### config.mk
export PLATFORM = sky130hd
export DESIGN_NAME = ret_addr_stack
export DESIGN_NICKNAME = d
export VERILOG_FILES = /design/src/rtl/cpu_pkg.sv /design/src/rtl/ret_addr_stack.sv
export SDC_FILE = /design/constraint.sdc
export NUM_CORES = 1
export LEC_CHECK = 0
export CAP_MARGIN = 15
export CELL_PAD_IN_SITES_DETAIL_PLACEMENT = 1
export CELL_PAD_IN_SITES_GLOBAL_PLACEMENT = 1
export CORE_MARGIN = 2
export CORE_UTILIZATION = 51
export CTS_BUF_LIST = sky130_fd_sc_hd__clkbuf_2 sky130_fd_sc_hd__clkbuf_4 sky130_fd_sc_hd__clkbuf_8
export DETAILED_ROUTE_END_ITERATION = 8
export PLACE_DENSITY = 0.87
export SYNTH_ARGS = -nofsm -noshare
export SYNTH_HDL_FRONTEND = slang
export SYNTH_SLANG_ARGS = --single-unit
### constraint.sdc
create_clock -name clk -period 5.3 [get_ports clk]
set_input_delay 1.06 -clock clk [delete_from_list [all_inputs] [get_ports clk]]
set_output_delay 1.06 -clock clk [all_outputs]
set_load 0.03 [all_outputs]
### src/rtl/cpu_pkg.sv
// Shared CPU constants.
//   ADDR_W        : architectural address width
//   RAS_OVF_WRAP  : return-address stack overwrites its oldest entry when full
//   RAS_OVF_DROP  : return-address stack ignores a push when full
package cpu_pkg;
  localparam int ADDR_W       = 32;
  localparam int RAS_OVF_WRAP = 0;
  localparam int RAS_OVF_DROP = 1;
endpackage

### src/rtl/ret_addr_stack.sv
// Return-address stack for jal/jr prediction.
// Circular array of DEPTH entries addressed by a wrapping top pointer, plus
// a saturating occupancy count. The top entry is presented combinationally.
// Overflow, underflow and mispredict are registered one-cycle pulses.
//
// Ports
//   clk, rst     : clock, synchronous active-high reset
//   push         : jal retiring, save push_addr
//   push_addr    : return address (pc+4)
//   pop          : jr retiring, consume top entry
//   pop_actual   : real jr target, compared against the popped top entry
//   flush        : discard all entries (wins over push/pop)
//   top_addr     : current top entry, 0 when empty
//   top_valid    : stack non-empty
//   count        : number of valid entries
//   overflow     : pulse, push into a full stack
//   underflow    : pulse, pop from an empty stack
//   mispredict   : pulse, popped top differed from pop_actual
module ret_addr_stack
  import cpu_pkg::*;
#(
  parameter int AW       = ADDR_W,
  parameter int DEPTH    = 8,
  parameter int OVF_MODE = RAS_OVF_WRAP
) (
  input  logic                       clk,
  input  logic                       rst,
  input  logic                       push,
  input  logic [AW-1:0]              push_addr,
  input  logic                       pop,
  input  logic [AW-1:0]              pop_actual,
  input  logic                       flush,
  output logic [AW-1:0]              top_addr,
  output logic                       top_valid,
  output logic [$clog2(DEPTH+1)-1:0] count,
  output logic                       overflow,
  output logic                       underflow,
  output logic                       mispredict
);

  localparam int PW = $clog2(DEPTH);
  localparam int CW = $clog2(DEPTH+1);

  logic [AW-1:0] mem_q [DEPTH];
  logic [PW-1:0] ptr_q, ptr_d;
  logic [CW-1:0] cnt_q, cnt_d;
  logic          ovf_q, ovf_d;
  logic          unf_q, unf_d;
  logic          mis_q, mis_d;
  logic          wr_en;
  logic [PW-1:0] wr_idx;
  logic          empty, full;

  assign empty = (cnt_q == '0);
  assign full  = (cnt_q == CW'(DEPTH));

  always_comb begin
    ptr_d  = ptr_q;
    cnt_d  = cnt_q;
    ovf_d  = 1'b0;
    unf_d  = 1'b0;
    mis_d  = 1'b0;
    wr_en  = 1'b0;
    wr_idx = ptr_q;
    if (flush) begin
      cnt_d = '0;
      ptr_d = '0;
    end else begin
      // pop is always judged against the pre-update top
      if (pop && empty)  unf_d = 1'b1;
      if (pop && !empty) mis_d = (pop_actual != mem_q[ptr_q]);

      if (push && pop && !empty) begin
        // replace top in place; occupancy unchanged (no overflow even if full)
        wr_en  = 1'b1;
        wr_idx = ptr_q;
      end else if (push) begin
        if (full) begin
          ovf_d = 1'b1;
          // wrap mode: the slot after top is the oldest entry, reuse it
          if (OVF_MODE == RAS_OVF_WRAP) begin
            ptr_d  = ptr_q + PW'(1);
            wr_en  = 1'b1;
            wr_idx = ptr_q + PW'(1);
          end
        end else begin
          ptr_d  = ptr_q + PW'(1);
          cnt_d  = cnt_q + CW'(1);
          wr_en  = 1'b1;
          wr_idx = ptr_q + PW'(1);
        end
      end else if (pop && !empty) begin
        ptr_d = ptr_q - PW'(1);
        cnt_d = cnt_q - CW'(1);
      end
    end
  end

  always_ff @(posedge clk) begin
    if (rst) begin
      ptr_q <= '0;
      cnt_q <= '0;
      ovf_q <= 1'b0;
      unf_q <= 1'b0;
      mis_q <= 1'b0;
    end else begin
      ptr_q <= ptr_d;
      cnt_q <= cnt_d;
      ovf_q <= ovf_d;
      unf_q <= unf_d;
      mis_q <= mis_d;
    end
  end

  // Entry storage carries no reset; validity comes from the count.
  always_ff @(posedge clk) begin
    if (wr_en && !rst) mem_q[wr_idx] <= push_addr;
  end

  assign top_valid  = !empty;
  assign top_addr   = empty ? '0 : mem_q[ptr_q];
  assign count      = cnt_q;
  assign overflow   = ovf_q;
  assign underflow  = unf_q;
  assign mispredict = mis_q;

endmodule

Word level (Yosys, flattened, before mapping)
Memory sizes are Yosys's and may differ from the RTL's. A register that Yosys moved wholly into a read port is not among the register bits. Index checks and enable logic that the tools add are counted.

Register bits: 10. Bits in writable memories: 256. Output and inout port bits: 40. Logic and storage cells: 48. Memories: 1.

Memory list: mem_q (words 8, bits a word 32, rd ports 1, clocked after Yosys merged registers in 1, wr ports 1, line ret_addr_stack.sv:44) `logic [AW-1:0] mem_q [DEPTH];`.

Add/sub/neg operators: 4. Equality and inequality tests: 3. Multiplexer cells: 18. Bitwise gates (word level): 3. Reduce and logical (&&, ||, !) cells: 14.

Operators with widths (count): $mux W32 (1); $ne A32 B32 Y1 (1); $mux W3 (7); $mux W4 (3); $mux W1 (7); $logic_and A1 B1 Y1 (5); $add A4 B1 Y4 const B (1); $eq A4 B4 Y1 const B (1); $logic_not A4 Y1 (1); $reduce_or A4 Y1 (1); $sub A4 B1 Y4 const B (1); $add A3 B1 Y3 const B (1); $not A1 Y1 (3); $reduce_and A3 Y1 (1); $reduce_or A3 Y1 (1); $sub A3 B1 Y3 const B (1); $logic_not A1 Y1 (2); $ne A2 B2 Y1 const B (1); $reduce_and A2 Y1 (1); $reduce_bool A2 Y1 (1); $reduce_or A2 Y1 (1).

Depth between registers and ports, before layout
Depth after elaboration: 8. Gate-level depth with buffers: 11.

Worst setup path before layout
OpenSTA, ideal clock, no wires.

Path type: reg2reg. Start point: register cnt_q[0], in the netlist count[0]. End point: memory mem_q[7][0] (netlist bit) (enable). Setup time: 0.461 ns. Arrival time: 4.173 ns. Setup slack: 0.666 ns. Stages on the path, launching flop included: 7. Path buffers: 0. Cells stage by stage: dfxtp_1 > nor4_1 > inv_1 > nand2_1 > a21oi_1 > nand2b_1 > nor3_1.

Cells in the longest elaborated chain, start to end: 8. Elaborated cells between the ends (all ways): 10. Those cells by class: 6 x mux; 4 x reduce/logical.

RTL lines: start, declared (line ret_addr_stack.sv:46) `logic [CW-1:0] cnt_q, cnt_d;`; start signal, assigned (line ret_addr_stack.sv:108) `cnt_q <= cnt_d;`; $logic_not A4 Y1 * (line ret_addr_stack.sv:54) `assign empty = (cnt_q == '0);`; $logic_not A1 Y1 *; via top_valid (line ret_addr_stack.sv:34) `output logic top_valid,`; $logic_and A1 B1 Y1 * (line ret_addr_stack.sv:73) `if (push && pop && !empty) begin`; $mux W1 (line ret_addr_stack.sv:73); $mux W1 (line ret_addr_stack.sv:65) `if (flush) begin`; $logic_and A1 B1 Y1 (line ret_addr_stack.sv:117) `if (wr_en && !rst) mem_q[wr_idx] <= push_addr;`; $mux W1 (line ret_addr_stack.sv:117); $mux W1 (implied by the code) (line ret_addr_stack.sv:117); end, declared (line ret_addr_stack.sv:44).

The timed path passes the listed nets; every way through them passes the cells marked *.

==> flow_metrics.env <==
export IMPL_max_cap_violations=0
export IMPL_root_buffer="clkbuf_8"
export IMPL_setup_ws_ns=0.7844
export IMPL_worstHoldStart="count[2]$_SDFFE_PP0P_"
export IMPL_setup_tns_ns=0
export IMPL_hold_path_class="reg2reg"
export IMPL_fin_crit_sh_pct=85.20
export IMPL_synthCells=605
export IMPL_core_mm2=0.02102
export IMPL_r2r_end="mispredict$_SDFF_PP0_"
export IMPL_grt_overflow=0
export IMPL_tightest_slew_ns=0.8930
export IMPL_grt_setup_unrepaired="no"
export IMPL_worst_r2r_path_depth=8
export IMPL_drive_above_1_share_pct=17.31
export IMPL_synthToLayoutAreaGrowth_pct=20.65
export IMPL_grt_pass1_wl_um=42330
export IMPL_hold_depth=2
export IMPL_drtIter0Drc=405
export IMPL_grt_pass1_vias=6966
export IMPL_die_w_um=150.4
export IMPL_start_util_pct=52.00
export IMPL_synth_main_ff_cell="edfxtp_1"
export IMPL_totalWireLength_um=27900
export IMPL_grt_use_total_pct=25.82
export IMPL_netlist_area_mm2=0.01093
export IMPL_synth_top_area_share_pct=70.32
export IMPL_power_leakage_uw=0.004201
export IMPL_drv_slew=0
export IMPL_ys_async_sr_fraction_pct=0
export IMPL_critPathMaxFanout=28
export IMPL_yosysSeqAreaShare_pct=72.70
export IMPL_first_pass_iters=4
export IMPL_antenna_found_initial=1
export IMPL_yosys_warnings=0
export IMPL_synth_area_top_cells="edfxtp_1, mux4_2, mux2i_1"
export IMPL_path_clk_slew_ns=0.06
export IMPL_ir_drop_uv=226.7
export IMPL_cts_buffer_depth=3
export IMPL_cp_arrival_ns=3.46
export IMPL_outcome="finished clean"
export IMPL_critical_path_class="reg2out"
export IMPL_r2r_slack_ns=1.82
export IMPL_gp_congestion=0.8016
export IMPL_stdcell_area_mm2=0.01319
export IMPL_cts_sinks=269
export IMPL_endpoint_kind="output port"
export IMPL_required_ns=4.24
export IMPL_cts_buffers=42
export IMPL_cts_tree="done"
export IMPL_whs_ns=0.5670
export IMPL_synth_cell_types=44
export IMPL_ys_ff_latch=269
export IMPL_hpwl_um=17210
export IMPL_yosys_area_top_type="edfxtp_1"
export IMPL_hold_viol=0
export IMPL_holdPathEnd="count[2]$_SDFFE_PP0P_"
export IMPL_fillers=1852
export IMPL_drc=0
export IMPL_cts_max_level=2
export IMPL_ant_nets=0
export IMPL_ioPinCount=109
export IMPL_wl_per_cell_um=26.42
export IMPL_postCtsSetupBuffers=0
export IMPL_synth_edf_count=256
export IMPL_yosysMostFrequentCell="edfxtp_1"
export IMPL_synth_area_per_cell_um2=18.07
export IMPL_hold_buffers=0
export IMPL_setup_viol=0
export IMPL_placed_area_mm2=0.01240
export IMPL_nets=824
export IMPL_die_area_mm2=0.02262
export IMPL_p_per_area_mw_per_mm2=351.3
export IMPL_clk_latency_ns=0.54
export IMPL_vias_per_cell=5.880
export IMPL_skew_ns=0.01198
export IMPL_fmax_mhz=221.5
export IMPL_synth_nets=681
export IMPL_via_count=6209
export IMPL_ctsResizeCount=0
export IMPL_worstSetupStartpointType="register"
export IMPL_slew_headroom_pct=40.46
export IMPL_layout_min_cycle_time_ns=4.516
export IMPL_post_place_ws_ns=1.258
export IMPL_grt_max_degree=42
export IMPL_portBuffers=108
export IMPL_ys_top_cells_by_count="edfxtp_1, mux2i_1, nor2_1"
export IMPL_num_rows=53
export IMPL_die_y_um=150.4
export IMPL_power_uw=4633
==> registers in the layout, summed over array words and instances (netlist names), named ones only <==
register,count
mispredict,1
mem_q,256
count,4
overflow,1
ptr_q,3
underflow,1
==> metal layers <==
| metal | part of all wire (%) | global-route usage, % | vias to the layer above | wire length (um) |
|---|---|---|---|---|
| met5 | 0 | 0 | - | 0 |
| met4 | 3.4 | 10.94 | 0 | 941 |
| met3 | 5.6 | 4.667 | 72 | 1559 |
| met2 | 52 | 44.57 | 264 | 14580 |
| met1 | 39 | 32.19 | 3197 | 10820 |
| li1 | - | - | 2676 | - |
==> metrics by stage <==
stage | util [%] | std cells
global route | 62.73 | 1055
detailed placement | 58.98 | 979
CTS | 62.73 | 1055
finish | 62.74 | 1056
global placement | 58.98 | 979
floorplan | - | 605
==> power by group <==
group | switching [uW] | internal (uW)
clock | 793 | 869
combinational | 345 | 242
sequential | 30.0 | 2350
==> how the worst max path moves through the flow <==
stage | startpoint | endpoint | cells after the start
global route | register | top_addr[21] | 5
finish | register | top_addr[21] | 5
global placement | register | top_addr[21] | 5
detailed placement | push | mem_q[0][13]$_DFFE_PP_ | 7
CTS | register | top_addr[21] | 5
floorplan | count[0]$_SDFFE_PP0P_ | mem_q[7][0]$_DFFE_PP_ | 6
==> critical path: stages, from the launching register on <==
cell             delay (ns)
dfxtp_2                0.91
buf_4                  0.43
mux4_2                 0.55
mux2i_1                0.29
nor2_1                 0.09
clkdlybuf4s50_1        0.62
==> logic make-up after synthesis <==
| family | share of synthesized area [%] |
|---|---|
| multiplexers | 14.36 |
| buffers and inverters | 1.602 |
| AO/OA/AOI/OAI | 2.495 |
| AND/OR/NAND/NOR | 4.761 |
| flip-flops | 72.70 |
| adder cells (fa/ha/maj) | 0.8699 |
| XOR/XNOR | 3.205 |
==> placed cells by master, fill, tap and decap left out, drive strengths merged, types with 17 or more instances in the layout <==
| cell type | n |
|---|---|
| nor2 | 46 |
| nand2 | 19 |
| mux2i | 56 |
| clkinv | 22 |
| xor2 | 21 |
| clkbuf | 52 |
| mux4 | 41 |
| clkdlybuf4s50 | 108 |
| edfxtp | 256 |
| xnor2 | 19 |
| buf | 17 |
==> cell type report <==
class / count / area [um2] / share of cell area, %
Multi-Input combinational cell: 303 / 2865 / 21.72
Timing Repair Buffer: 125 / 1209 / 9.164
Clock inverter: 24 / 128.9 / 0.9771
Inverter: 7 / 26.28 / 0.1992
Antenna cell: 1 / 2.502 / 0.01897
Clock buffer: 52 / 659.4 / 5.000
Tap cell: 275 / 344.1 / 2.609
Sequential cell: 269 / 7954 / 60.31
(Power assumes the default switching activity.)
